### src/rtl/div_pkg.sv
// Shared types and helpers for the sequential restoring divider.
package div_pkg;

  typedef enum logic [1:0] {
    IDLE,
    RUN,
    FIX
  } div_state_t;

  // Constant-foldable ceiling log2, used to size the step counter.
  function automatic int clog2(input int value);
    int result;
    result = 0;
    for (int i = 0; i < 31; i++) begin
      if ((1 << i) < value) result = i + 1;
    end
    return result;
  endfunction

endpackage

### src/rtl/div_step.sv
// One restoring-division step: trial-subtract the divisor from the shifted partial remainder.
module div_step #(
  parameter int N = 32
) (
  input  logic [N:0]   pr_i,
  input  logic [N-1:0] dvsor_i,
  output logic [N-1:0] rem_o,
  output logic         qbit_o
);

  logic [N+1:0] diff;

  // pr_i is already shifted left by one, so it can reach 2*dvsor-1; the extra bit keeps that carry.
  always_comb begin
    diff   = {1'b0, pr_i} - {2'b00, dvsor_i};
    qbit_o = ~diff[N+1];
    rem_o  = qbit_o ? diff[N-1:0] : pr_i[N-1:0];
  end

endmodule

### src/rtl/seq_divider.sv
// Multi-cycle 2N/N restoring divider with signed/unsigned mode, start/done handshake and flags.
module seq_divider
  import div_pkg::*;
#(
  parameter int N = 32
) (
  input  logic           clk,
  input  logic           reset,
  input  logic           start,
  input  logic           sgn,
  input  logic [2*N-1:0] dvdend,
  input  logic [N-1:0]   dvsor,
  output logic           busy,
  output logic           done,
  output logic [N-1:0]   quot,
  output logic [N-1:0]   rem,
  output logic           divz,
  output logic           ovf
);

  localparam int CW = clog2(N + 1);

  div_state_t     state_q, state_d;
  logic [CW-1:0]  cnt_q, cnt_d;
  logic [2*N-1:0] pr_q, pr_d;
  logic [N-1:0]   dvsor_q, dvsor_d;
  logic           sgn_q, sgn_d;
  logic           qneg_q, qneg_d;
  logic           rneg_q, rneg_d;
  logic           divz_pend_q, divz_pend_d;
  logic           ovf_pend_q, ovf_pend_d;
  logic [N-1:0]   quot_q, quot_d;
  logic [N-1:0]   rem_q, rem_d;
  logic           divz_q, divz_d;
  logic           ovf_q, ovf_d;
  logic           done_q, done_d;

  logic           dvdend_neg, dvsor_neg, is_divz, is_early_ovf, late_ovf;
  logic [2*N-1:0] dvdend_mag;
  logic [N-1:0]   dvsor_mag, q_mag, r_mag;
  logic [N-1:0]   step_rem;
  logic           step_qbit;

  div_step #(.N(N)) u_step (
    .pr_i    (pr_q[2*N-1:N-1]),
    .dvsor_i (dvsor_q),
    .rem_o   (step_rem),
    .qbit_o  (step_qbit)
  );

  always_comb begin
    dvdend_neg   = sgn & dvdend[2*N-1];
    dvsor_neg    = sgn & dvsor[N-1];
    dvdend_mag   = dvdend_neg ? -dvdend : dvdend;
    dvsor_mag    = dvsor_neg ? -dvsor : dvsor;
    is_divz      = (dvsor == '0);
    // The quotient needs more than N bits exactly when the upper dividend half already covers the divisor.
    is_early_ovf = !is_divz && (dvdend_mag[2*N-1:N] >= dvsor_mag);
    q_mag        = pr_q[N-1:0];
    r_mag        = pr_q[2*N-1:N];
    late_ovf     = sgn_q && (qneg_q ? (q_mag > {1'b1, {(N-1){1'b0}}}) : q_mag[N-1]);
  end

  always_comb begin
    state_d     = state_q;
    cnt_d       = cnt_q;
    pr_d        = pr_q;
    dvsor_d     = dvsor_q;
    sgn_d       = sgn_q;
    qneg_d      = qneg_q;
    rneg_d      = rneg_q;
    divz_pend_d = divz_pend_q;
    ovf_pend_d  = ovf_pend_q;
    quot_d      = quot_q;
    rem_d       = rem_q;
    divz_d      = divz_q;
    ovf_d       = ovf_q;
    done_d      = 1'b0;

    case (state_q)
      IDLE: begin
        if (start) begin
          dvsor_d     = dvsor_mag;
          sgn_d       = sgn;
          qneg_d      = dvdend_neg ^ dvsor_neg;
          rneg_d      = dvdend_neg;
          divz_pend_d = is_divz;
          ovf_pend_d  = is_early_ovf;
          cnt_d       = '0;
          pr_d        = is_divz ? {dvdend[N-1:0], {N{1'b0}}} : dvdend_mag;
          state_d     = (is_divz || is_early_ovf) ? FIX : RUN;
        end
      end

      RUN: begin
        pr_d  = {step_rem, pr_q[N-2:0], step_qbit};
        cnt_d = cnt_q + CW'(1);
        if (cnt_q == CW'(N - 1)) state_d = FIX;
      end

      FIX: begin
        done_d  = 1'b1;
        state_d = IDLE;
        divz_d  = divz_pend_q;
        ovf_d   = 1'b0;
        if (divz_pend_q) begin
          quot_d = '1;
          rem_d  = r_mag;
        end else if (ovf_pend_q || late_ovf) begin
          quot_d = '0;
          rem_d  = '0;
          ovf_d  = 1'b1;
        end else begin
          quot_d = qneg_q ? -q_mag : q_mag;
          rem_d  = rneg_q ? -r_mag : r_mag;
        end
      end

      default: state_d = IDLE;
    endcase
  end

  always_ff @(posedge clk) begin
    if (reset) begin
      state_q     <= IDLE;
      cnt_q       <= '0;
      pr_q        <= '0;
      dvsor_q     <= '0;
      sgn_q       <= 1'b0;
      qneg_q      <= 1'b0;
      rneg_q      <= 1'b0;
      divz_pend_q <= 1'b0;
      ovf_pend_q  <= 1'b0;
      quot_q      <= '0;
      rem_q       <= '0;
      divz_q      <= 1'b0;
      ovf_q       <= 1'b0;
      done_q      <= 1'b0;
    end else begin
      state_q     <= state_d;
      cnt_q       <= cnt_d;
      pr_q        <= pr_d;
      dvsor_q     <= dvsor_d;
      sgn_q       <= sgn_d;
      qneg_q      <= qneg_d;
      rneg_q      <= rneg_d;
      divz_pend_q <= divz_pend_d;
      ovf_pend_q  <= ovf_pend_d;
      quot_q      <= quot_d;
      rem_q       <= rem_d;
      divz_q      <= divz_d;
      ovf_q       <= ovf_d;
      done_q      <= done_d;
    end
  end

  assign busy = (state_q != IDLE);
  assign done = done_q;
  assign quot = quot_q;
  assign rem  = rem_q;
  assign divz = divz_q;
  assign ovf  = ovf_q;

endmodule
### config.mk
export PLATFORM = sky130hd
export DESIGN_NAME = seq_divider
export DESIGN_NICKNAME = d
export VERILOG_FILES = /design/src/rtl/div_pkg.sv /design/src/rtl/div_step.sv /design/src/rtl/seq_divider.sv
export SDC_FILE = /design/constraint.sdc
export NUM_CORES = 1
export LEC_CHECK = 0
export ABC_AREA = 0
export BUFFER_PORTS_ARGS = -buffer_cell sky130_fd_sc_hd__buf_2
export CAP_MARGIN = 20
export CORE_MARGIN = 3
export CORE_UTILIZATION = 55
export CTS_CLUSTER_SIZE = 24
export DETAILED_ROUTE_END_ITERATION = 16
export PLACE_DENSITY = 0.87
export RECOVER_POWER = 25
export SLEW_MARGIN = 20
export SYNTH_ARGS = -nofsm -noshare
export SYNTH_HDL_FRONTEND = slang
export SYNTH_SLANG_ARGS = --single-unit
### constraint.sdc
create_clock -name clk -period 5.8 [get_ports clk]
set_input_delay 1.16 -clock clk [delete_from_list [all_inputs] [get_ports clk]]
set_output_delay 1.16 -clock clk [all_outputs]
set_load 0.1 [all_outputs]
## After elaboration in Yosys (flattened, before gate mapping)

Cells that the tools add are included.

| word-level totals | value |
|---|---|
| register bits | 176 |
| input port bits | 100 |
| output and inout bits | 68 |

| cells by class | value |
|---|---|
| $add $sub $neg | 6 |
| order comparisons | 2 |
| equality and inequality tests | 5 |
| muxes and demuxes | 22 |
| bitwise operators | 4 |
| reduce and logical (&&, ||, !) cells | 12 |

Operators by type and width:

| kind | count |
|---|---|
| 32-bit two-way mux | 8 |
| 64-bit two-way mux | 3 |
| 64-bit case mux with 2 select lines | 1 |
| 32-bit negator | 3 |
| 64-bit negator | 1 |
| 33-bit by 32-bit subtractor with 34-bit output | 1 |
| 32-bit greater-or-equal comparator | 1 |
| 32-bit > comparator (second input constant) | 1 |
| 32-bit logical NOT | 1 |
| 6-bit case mux with 2 select lines | 1 |
| 6-bit by 1-bit adder with 6-bit output (second input constant) | 1 |
| 6-bit by 5-bit equality test with 1-bit output (second input constant) | 1 |
| 2-bit two-way mux | 3 |
| 6-bit two-way mux | 1 |
| 2-bit AND reduction | 3 |
| 1-bit two-way mux | 4 |
| 2-bit != test (second input constant) | 2 |
| 2-bit case mux with 2 select lines | 1 |
| 2-bit nonzero test | 2 |
| 1-bit AND | 2 |
| 2-bit by 1-bit equality test with 1-bit output (second input constant) | 1 |
| 2-bit equality test (second input constant) | 1 |
| 1-bit logical AND | 2 |
| 2-bit logical NOT | 1 |
| other kinds (4) | 5 |

## Depth between registers and ports, before layout

Gate-level depths: netlist of run 1.

| logic depth | value |
|---|---|
| depth in word-level cells | 8 |
| depth in mapped cells | 17 |

## Modules after synthesis

Synthesis of run 1 repeated with hierarchy kept, for this count alone.

| second synthesis, totals | value |
|---|---|
| cell total of the unflattened synthesis | 1821 |
| area total of the unflattened synthesis | 13535.5 µm² |

By module, submodules not included:

| module | times used | cells an instance | area each (µm²) | sequential area each (µm²) |
|---|---|---|---|---|
| seq_divider | 1 | 1448 | 11105.7 | 3523.4 |
| div_step | 1 | 373 | 2429.8 | 0.0 |

## Worst setup path after synthesis of run 1

Ideal clock, no wire load.

| timing path | value |
|---|---|
| path kind | input -> register |
| start | input dvdend[35] |
| end | register state_q[1] |
| library setup time | 115 ps |
| data arrival time | 4698 ps |
| data required time | 5685 ps |
| path slack | 987 ps |
| cell stages on the path | 16 |
| buffers on the path | 1 |
| path through | or4_1 -> or4_1 -> or2_2 -> clkbuf_1 -> or4_1 -> o21ai_0 -> xnor2_1 -> ha_1 -> a21o_1 -> a21o_1 -> a21oi_1 -> a211oi_1 -> a21oi_1 -> o21ai_0 -> a211o_1 -> o21a_1 |

| on the way | value |
|---|---|
| longest elaborated chain between the ends | 8 |

Ends and longest elaborated chain:

| what | RTL line | text |
|---|---|---|
| start, declared | seq_divider.sv:11 | `input logic [2*N-1:0] dvdend,` |
| 64-bit negator | seq_divider.sv:54 | `dvdend_mag = dvdend_neg ? -dvdend : dvdend;` |
| 64-bit two-way mux * | seq_divider.sv:54 |  |
| 32-bit greater-or-equal comparator * | seq_divider.sv:58 | `is_early_ovf = !is_divz && (dvdend_mag[2*N-1:N] >= dvsor_mag);` |
| 1-bit logical AND * | seq_divider.sv:58 |  |
| 1-bit logical OR * | seq_divider.sv:91 | `state_d = (is_divz \|\| is_early_ovf) ? FIX : RUN;` |
| 2-bit two-way mux * | seq_divider.sv:91 |  |
| 2-bit two-way mux * | seq_divider.sv:82 | `if (start) begin` |
| 2-bit case mux with 2 select lines * | seq_divider.sv:80 | `case (state_q)` |
| end signal, assigned | seq_divider.sv:140 | `state_q <= state_d;` |
| end, declared | seq_divider.sv:23 | `div_state_t state_q, state_d;` |

Every way passes the cells marked *; elsewhere a longest branch is shown, timed or not. The select of a mux whose other input is x is not followed.
A chain may end at the register's enable or synchronous reset.

==> results of run 1 <==
-- kinds of logic after synthesis --
group                    synth area share (%)
AO/OA/AOI/OAI                            25.1
XOR/XNOR                                 12.0
adder cells (fa/ha/maj)                  6.91
buffers and inverters                    4.83
flip-flops                               27.6
multiplexers                             1.78
AND/OR/NAND/NOR                          21.9
-- registers in the layout (all words and copies together) (netlist names), 2 cells and up --
| register | cells |
|---|---|
| pr_q | 64 |
| state_q | 2 |
| dvsor_q | 32 |
| rem | 32 |
| quot | 32 |
| cnt_q | 6 |
-- synthesized netlist by cell type (all sizes together), types with 9 or more instances --
cell	count	area, sq um
xor2	76	666
nor2	270	1010
nand4	10	62.6
nor4	47	294
o21ai	99	495
buf	12	80.1
or4	20	161
nand2b	21	134
and3	9	56.3
a22oi	30	225
dfxtp	176	3520
o21a	13	97.6
nor3	37	185
or2	12	75.1
nor2b	9	56.3
o31ai	27	203
ha	69	863
clkbuf	86	323
a211oi	39	293
a221oi	16	140
a21o	22	165
or3	13	81.3
xnor2	99	867
inv	57	214
nand2	114	428
o41ai	15	131
o22ai	10	62.6
a21oi	158	791
mux2i	16	160
a31oi	17	106
nand3	18	90.1
-- cells in the final DEF (no fill, tap or decap), drive strengths merged, types with 18 or more instances in the layout --
cell type,n
a211oi,39
a21o,22
a21oi,158
a22oi,30
buf,123
clkbuf,81
dfxtp,176
ha,69
inv,62
nand2,114
nand2b,21
nand3,18
nor2,270
nor3,37
nor4,47
o21ai,99
o31ai,27
or4,20
xnor2,99
xor2,76
-- metrics by stage --
step           cell area, sq um  power, mW
4_1_cts                   14300       6.61
2_1_floorplan             12800       4.57
6_report                  14200       6.72
5_1_grt                   14200       7.12
3_3_place_gp              13700       5.44
3_5_place_dp              13700       5.50
-- cell type report --
cell class,count,area share [%]
Clock inverter,11,0.696
Sequential cell,176,24.8
Multi-Input combinational cell,1369,61.0
Inverter,57,1.51
Tap cell,285,2.51
Clock buffer,20,3.22
Timing Repair Buffer,184,6.24
-- critical path, cell delays in order --
cell,delay (ns)
sky130_fd_sc_hd__clkbuf_2,1.10
sky130_fd_sc_hd__clkbuf_1,1.92
sky130_fd_sc_hd__nor2_1,0.60
sky130_fd_sc_hd__a22o_1,0.41
-- where the power goes --
group | internal (mW) | leakage [nW] | switching [mW] | total (mW)
Clock | 0.581 | 0.261 | 0.519 | 1.10
Combinational | 1.32 | 3.99 | 2.43 | 3.75
Sequential | 1.46 | 1.44 | 0.411 | 1.87
Total | 3.36 | 5.70 | 3.36 | 6.72
-- per-layer routing --
metal  up-vias  part of all wire (%)
li1       6341                     -
met1      6144                    41
met2       801                    43
met3       120                    11
met4         4                   4.4
met5         -                 0.061
-- worst max path at each step --
stage                           from                 endpoint
after CTS                 dvdend[14]  state_q[1]$_SDFFE_PP0P_
after detailed placement  dvdend[14]  state_q[1]$_SDFFE_PP0P_
after global routing           reset     rem[27]$_SDFFE_PP0P_
after global placement    dvdend[14]  state_q[1]$_SDFFE_PP0P_
final                          reset     rem[27]$_SDFFE_PP0P_
after floorplan           dvdend[35]  state_q[1]$_SDFFE_PP0P_
==> qor.txt, run 1 <==
max_cap viols: 2
Finished Core Util: 62.5%
DP Worst Slack: 0.589 ns
type of element launching the critical path: primary input
Pre-antenna DRT Iters: 6
largest fanout of any net on the critical path: 74
number of synthesized flops with an enable pin: 0
Lkg Pwr: 5.70 nW
die width: 158 um
multi-input combinational cell area: 8670 sq um
total clock buffers created by CTS: 17
area of the mapped netlist: 12800 sq um
met2 GRT Util: 52.1%
post-synth cell types: 69
clk_lat worst skew: 0.44 ns
routing usage on met1: 45.8%
reg-to-reg endpoint: quot[29]$_SDFFE_PP0P_
drt initial violations: 1762
logic depth of the worst register-to-register path: 9
postcts setup bufs: 0
endpoints failing setup: 0
die boundary height: 158 um
number of port buffers: 167
number of instances resized during post-cts repair: 0
sequential area share after synthesis: 27.6%
Slew Limit Headroom: -72.6%
Slew @ Worst Pin: 2.59 ns
status: finished with violations
CTS root buffer: sky130_fd_sc_hd__clkbuf_16
total detailed-routing wirelength: 44000 um
post-route insts no fill: 2102
Min Clock Period, post-route: 4.89 ns
post-route antenna net violation count: 0
mean instance size in the synthesized netlist: 7.52 sq um
cell depth of the worst hold path: 2
starting density of the core: 56.3%
upper clock frequency limit: 205 MHz
H-tree levels: 4
overall die area: 25100 sq um
VDD IR max: 0.000271 V
terminating pin of the worst hold path: rem[21]$_SDFFE_PP0P_
core region area: 22700 sq um
share of the clock period used by the worst path: 84.3%
worst hold start: rem[21]$_SDFFE_PP0P_
routed wire length per instance: 20.9 um
share of async-settable or async-resettable flops after synthesis: 0%
residual overflow from global routing: 0
clock slew at the register clock pins of the worst setup and hold paths: 0.07 ns
count of pins on the block boundary: 168
HPWL after detailed placement: 33900 um
Synth Net Count: 1870
Setup TNS Final: 0 ns
initial antenna violation count: 2
number of sinks on the clock net: 176
violated checks: max-capacitance violations, max-slew violations
layout-stage area growth over the synthesis result: 11.1%
global routing's busiest layer: met2
Synth Instances: 1700
antenna cell count: 0
Final #Nets: 1975
count of fill cells added during filler insertion: 2062
routability congestion estimate: 1.00
crit path DAT: 5.22 ns
first-pass GRT wire length: 66900 um
TritonCTS clock tree: yes
CTS hold repair buffers: 0
vias per std cell: 6.38
final hold slack: 0.455 ns
met3 Usage GRT: 7.91%
ratio of cells with drive above 1 in the final layout: 10.1%
vias in the first global route: 12.2k
setup repair after global routing missed its margin: no
P per Cell Area: 473 nW/um^2
pin count of the biggest net entering global routing: 75
clock tree skew after final layout: 0.0131 ns
critical path class: in2reg
worst path required time: 6.13 ns
startpoint of the lowest-slack register-to-register path: pr_q[8]$_SDFFE_PP0P_
cell row count: 55
placed instance count: 2071
Max Root-Sink Buffers: 2
total of warnings raised by yosys: 0
Storage cell area: 3520 sq um
hold violation count in the final report: 0
All-Layer GR Usage: 33.9%
post-synthesis sequential element count: 176
most used flip-flop cell after synthesis: sky130_fd_sc_hd__dfxtp_1
reg-to-reg slack, setup: 1.81 ns
Crit. End Element: flip-flop
Final WS setup: 0.910 ns
Hold Crit Class: reg2reg
Max Slew Vio Count: 139
total number of vias: 13.4k
total DRC errors in the routed layout: 0
Note: power is estimated with default switching activity, not from simulation.
==> run 2: changes to the inputs <==
Clock period 5.8 ns to 4.6 ns, I/O delays scaled along.
==> qor.txt, run 2 (same netlist as run 1, synthesis figures left out) <==
number of port buffers: 167 (unchanged)
count of fill cells added during filler insertion: 2000 (was 2062)
largest delay contributor family on the critical path: simple AND/OR/NAND/NOR gates (was buffers and inverters)
VDD IR max: 0.000527 V (was 0.000271 V)
CTS hold repair buffers: 0 (unchanged)
TritonCTS clock tree: yes (unchanged)
number of flip-flops under the largest register name: 64 (unchanged)
vias per std cell: 6.30 (was 6.38)
Hold Crit Class: reg2reg (unchanged)
layout-stage area growth over the synthesis result: 15.3% (was 11.1%)
status: finished with violations (unchanged)
pin count of the biggest net entering global routing: 68 (was 75)
type of element launching the critical path: primary input (unchanged)
total detailed-routing wirelength: 43100 um (was 44000 um)
endpoints failing setup: 0 (unchanged)
Min Clock Period, post-route: 4.33 ns
routed wire length per instance: 19.9 um (was 20.9 um)
die boundary height: 158 um (unchanged)
share of the clock period used by the worst path: 94.2%
P per Cell Area: 580 nW/um^2 (was 473 nW/um^2)
cell row count: 55 (unchanged)
first-pass GRT wire length: 66900 um (about the same)
Setup TNS Final: 0 ns (unchanged)
cells along the critical path: buf_2, or4_1, or4_1, nand4bb_1, nor2_2, buf_4, a21oi_1, xor2_1, ha_1, a21o_1, a21o_1, a21oi_1, o21ai_0, a21oi_1, o21ai_1, a211o_1, o21a_1 (was clkbuf_2, clkbuf_1, nor2_1, a22o_1)
Largest Register: pr_q (unchanged)
CTS root buffer: sky130_fd_sc_hd__clkbuf_16 (unchanged)
Pre-antenna DRT Iters: 8 (was 6)
Slew Limit Headroom: -47.3% (was -72.6%)
Storage cell area: 3520 sq um (unchanged)
crit path DAT: 4.67 ns (was 5.22 ns)
violated checks: max-capacitance violations, max-slew violations (unchanged)
Max Slew Vio Count: 107 (was 139)
number of sinks on the clock net: 176 (unchanged)
critical path class: in2reg (unchanged)
max_cap viols: 2 (unchanged)
drt initial violations: 1521 (was 1762)
die width: 158 um (unchanged)
vias in the first global route: 12.5k (was 12.2k)
Worst setup startpoint: dvdend[35] (was reset)
post-route antenna net violation count: 0 (unchanged)
highest cell delay on the worst timing path: 0.54 ns (was 1.92 ns)
total number of vias: 13.7k (was 13.4k)
upper clock frequency limit: 231 MHz
Crit. End Element: flip-flop (unchanged)
Slew @ Worst Pin: 2.21 ns (was 2.59 ns)
most common cell after layout, fill and taps aside: sky130_fd_sc_hd__nor2_1 (unchanged)
Final #Nets: 2043 (was 1975)
post-layout total power: 8.54 mW (was 6.72 mW)
count of pins on the block boundary: 168 (unchanged)
worst path required time: 4.94 ns (was 6.13 ns)
commonest cells after routing, fill and taps aside: sky130_fd_sc_hd__nor2_1 (268), sky130_fd_sc_hd__dfxtp_1 (176), sky130_fd_sc_hd__a21oi_1 (158) (unchanged)
HPWL after detailed placement: 33600 um (was 33900 um)
largest fanout of any net on the critical path: 4 (was 74)
cell seen most often among critical-path stages: sky130_fd_sc_hd__a21oi_1
H-tree levels: 4 (unchanged)
Max Root-Sink Buffers: 2 (unchanged)
starting density of the core: 56.3% (unchanged)
startpoint of the lowest-slack register-to-register path: pr_q[8]$_SDFFE_PP0P_ (unchanged)
multi-input combinational cell area: 8650 sq um (was 8670 sq um)
total clock buffers created by CTS: 17 (unchanged)
count of buffer and inverter cells on the critical path: 2 (unchanged)
initial antenna violation count: 1 (was 2)
overall die area: 25100 sq um (unchanged)
Lkg Pwr: 6.08 nW (was 5.70 nW)
core region area: 22700 sq um (unchanged)
slowest stage cell on the critical path: sky130_fd_sc_hd__or4_1 (was sky130_fd_sc_hd__clkbuf_1)
All-Layer GR Usage: 33.7% (was 33.9%)
worst hold start: quot[23]$_SDFFE_PP0P_ (was rem[21]$_SDFFE_PP0P_)
routability congestion estimate: 1.08 (was 1.00)
clock tree skew after final layout: 0.00962 ns (was 0.0131 ns)
setup repair after global routing missed its margin: no (unchanged)
ratio of cells with drive above 1 in the final layout: 13.8% (was 10.1%)
hold violation count in the final report: 0 (unchanged)
total DRC errors in the routed layout: 0 (unchanged)
clk_lat worst skew: 0.44 ns (about the same)
residual overflow from global routing: 0 (unchanged)
clock slew at the register clock pins of the worst setup and hold paths: 0.07 ns (about the same)
## run 2: cell count changes in the layout (fill, tap and decap cells not counted), sizes merged
cell and delta:
buf +78, clkbuf -12, inv +3, clkinv +2, clkinvlp -2, diode +1
## run 2: path summary, 6_finish.rpt
path,endpoint,slack [ns],cells after the start
max,state_q[1]$_SDFFE_PP0P_,0.27,17
min,quot[23]$_SDFFE_PP0P_,0.46,2
max reg2reg,rem[24]$_SDFFE_PP0P_,0.49,10
min reg2reg,quot[23]$_SDFFE_PP0P_,0.46,2
## run 2: final cells by class
cell class              count  share of cell area (%)
multi-input cells        1369                    58.7
flip-flops and latches    176                    23.9
repair buffers            252                    9.57
clock buffers              18                    2.98
well taps                 285                    2.42
inverters                  57                    1.45
clock inverters            14                   0.968
diodes                      1                  0.0170
## run 2: where the power goes
| group | switching, mW | internal [mW] | total [mW] |
|---|---|---|---|
| logic | 3.08 | 1.72 | 4.80 |
| registers | 0.466 | 1.84 | 2.31 |
| clock network | 0.699 | 0.738 | 1.44 |
## run 2: layer usage
layer	global-route usage (%)	vias to the layer above	share of wire (%)
met5	0	-	0
met4	15.5	0	4.8
met3	7.96	102	12
met2	50.3	811	42
met1	46.0	6311	41
li1	-	6467	-
## run 2: worst min-delay path, stage by stage, from the launching register on
cell                      delay (ns)
sky130_fd_sc_hd__dfxtp_1        0.33
sky130_fd_sc_hd__nand2_1        0.05
sky130_fd_sc_hd__o21ai_0        0.05
## run 2: repair_timing
action / 4_1_cts / 5_1_grt
resized for setup: 0 / 3
endpoints found under the setup margin: 0 / 3
setup buffers: 0 / 0
## run 2: through the flow
step,std cells,cell area [sq um],setup slack [ns],utilization (%),hold WS [ns]
6_report,2172,14700,0.266,64.9,0.461
5_1_grt,2171,14700,0.0350,64.9,0.488
4_1_cts,2171,14800,0.192,65.2,0.457
3_5_place_dp,2139,14200,-0.253,62.7,0.444
3_3_place_gp,2139,14200,-0.168,62.7,0.430
2_1_floorplan,1700,12800,0.0273,-,0.436
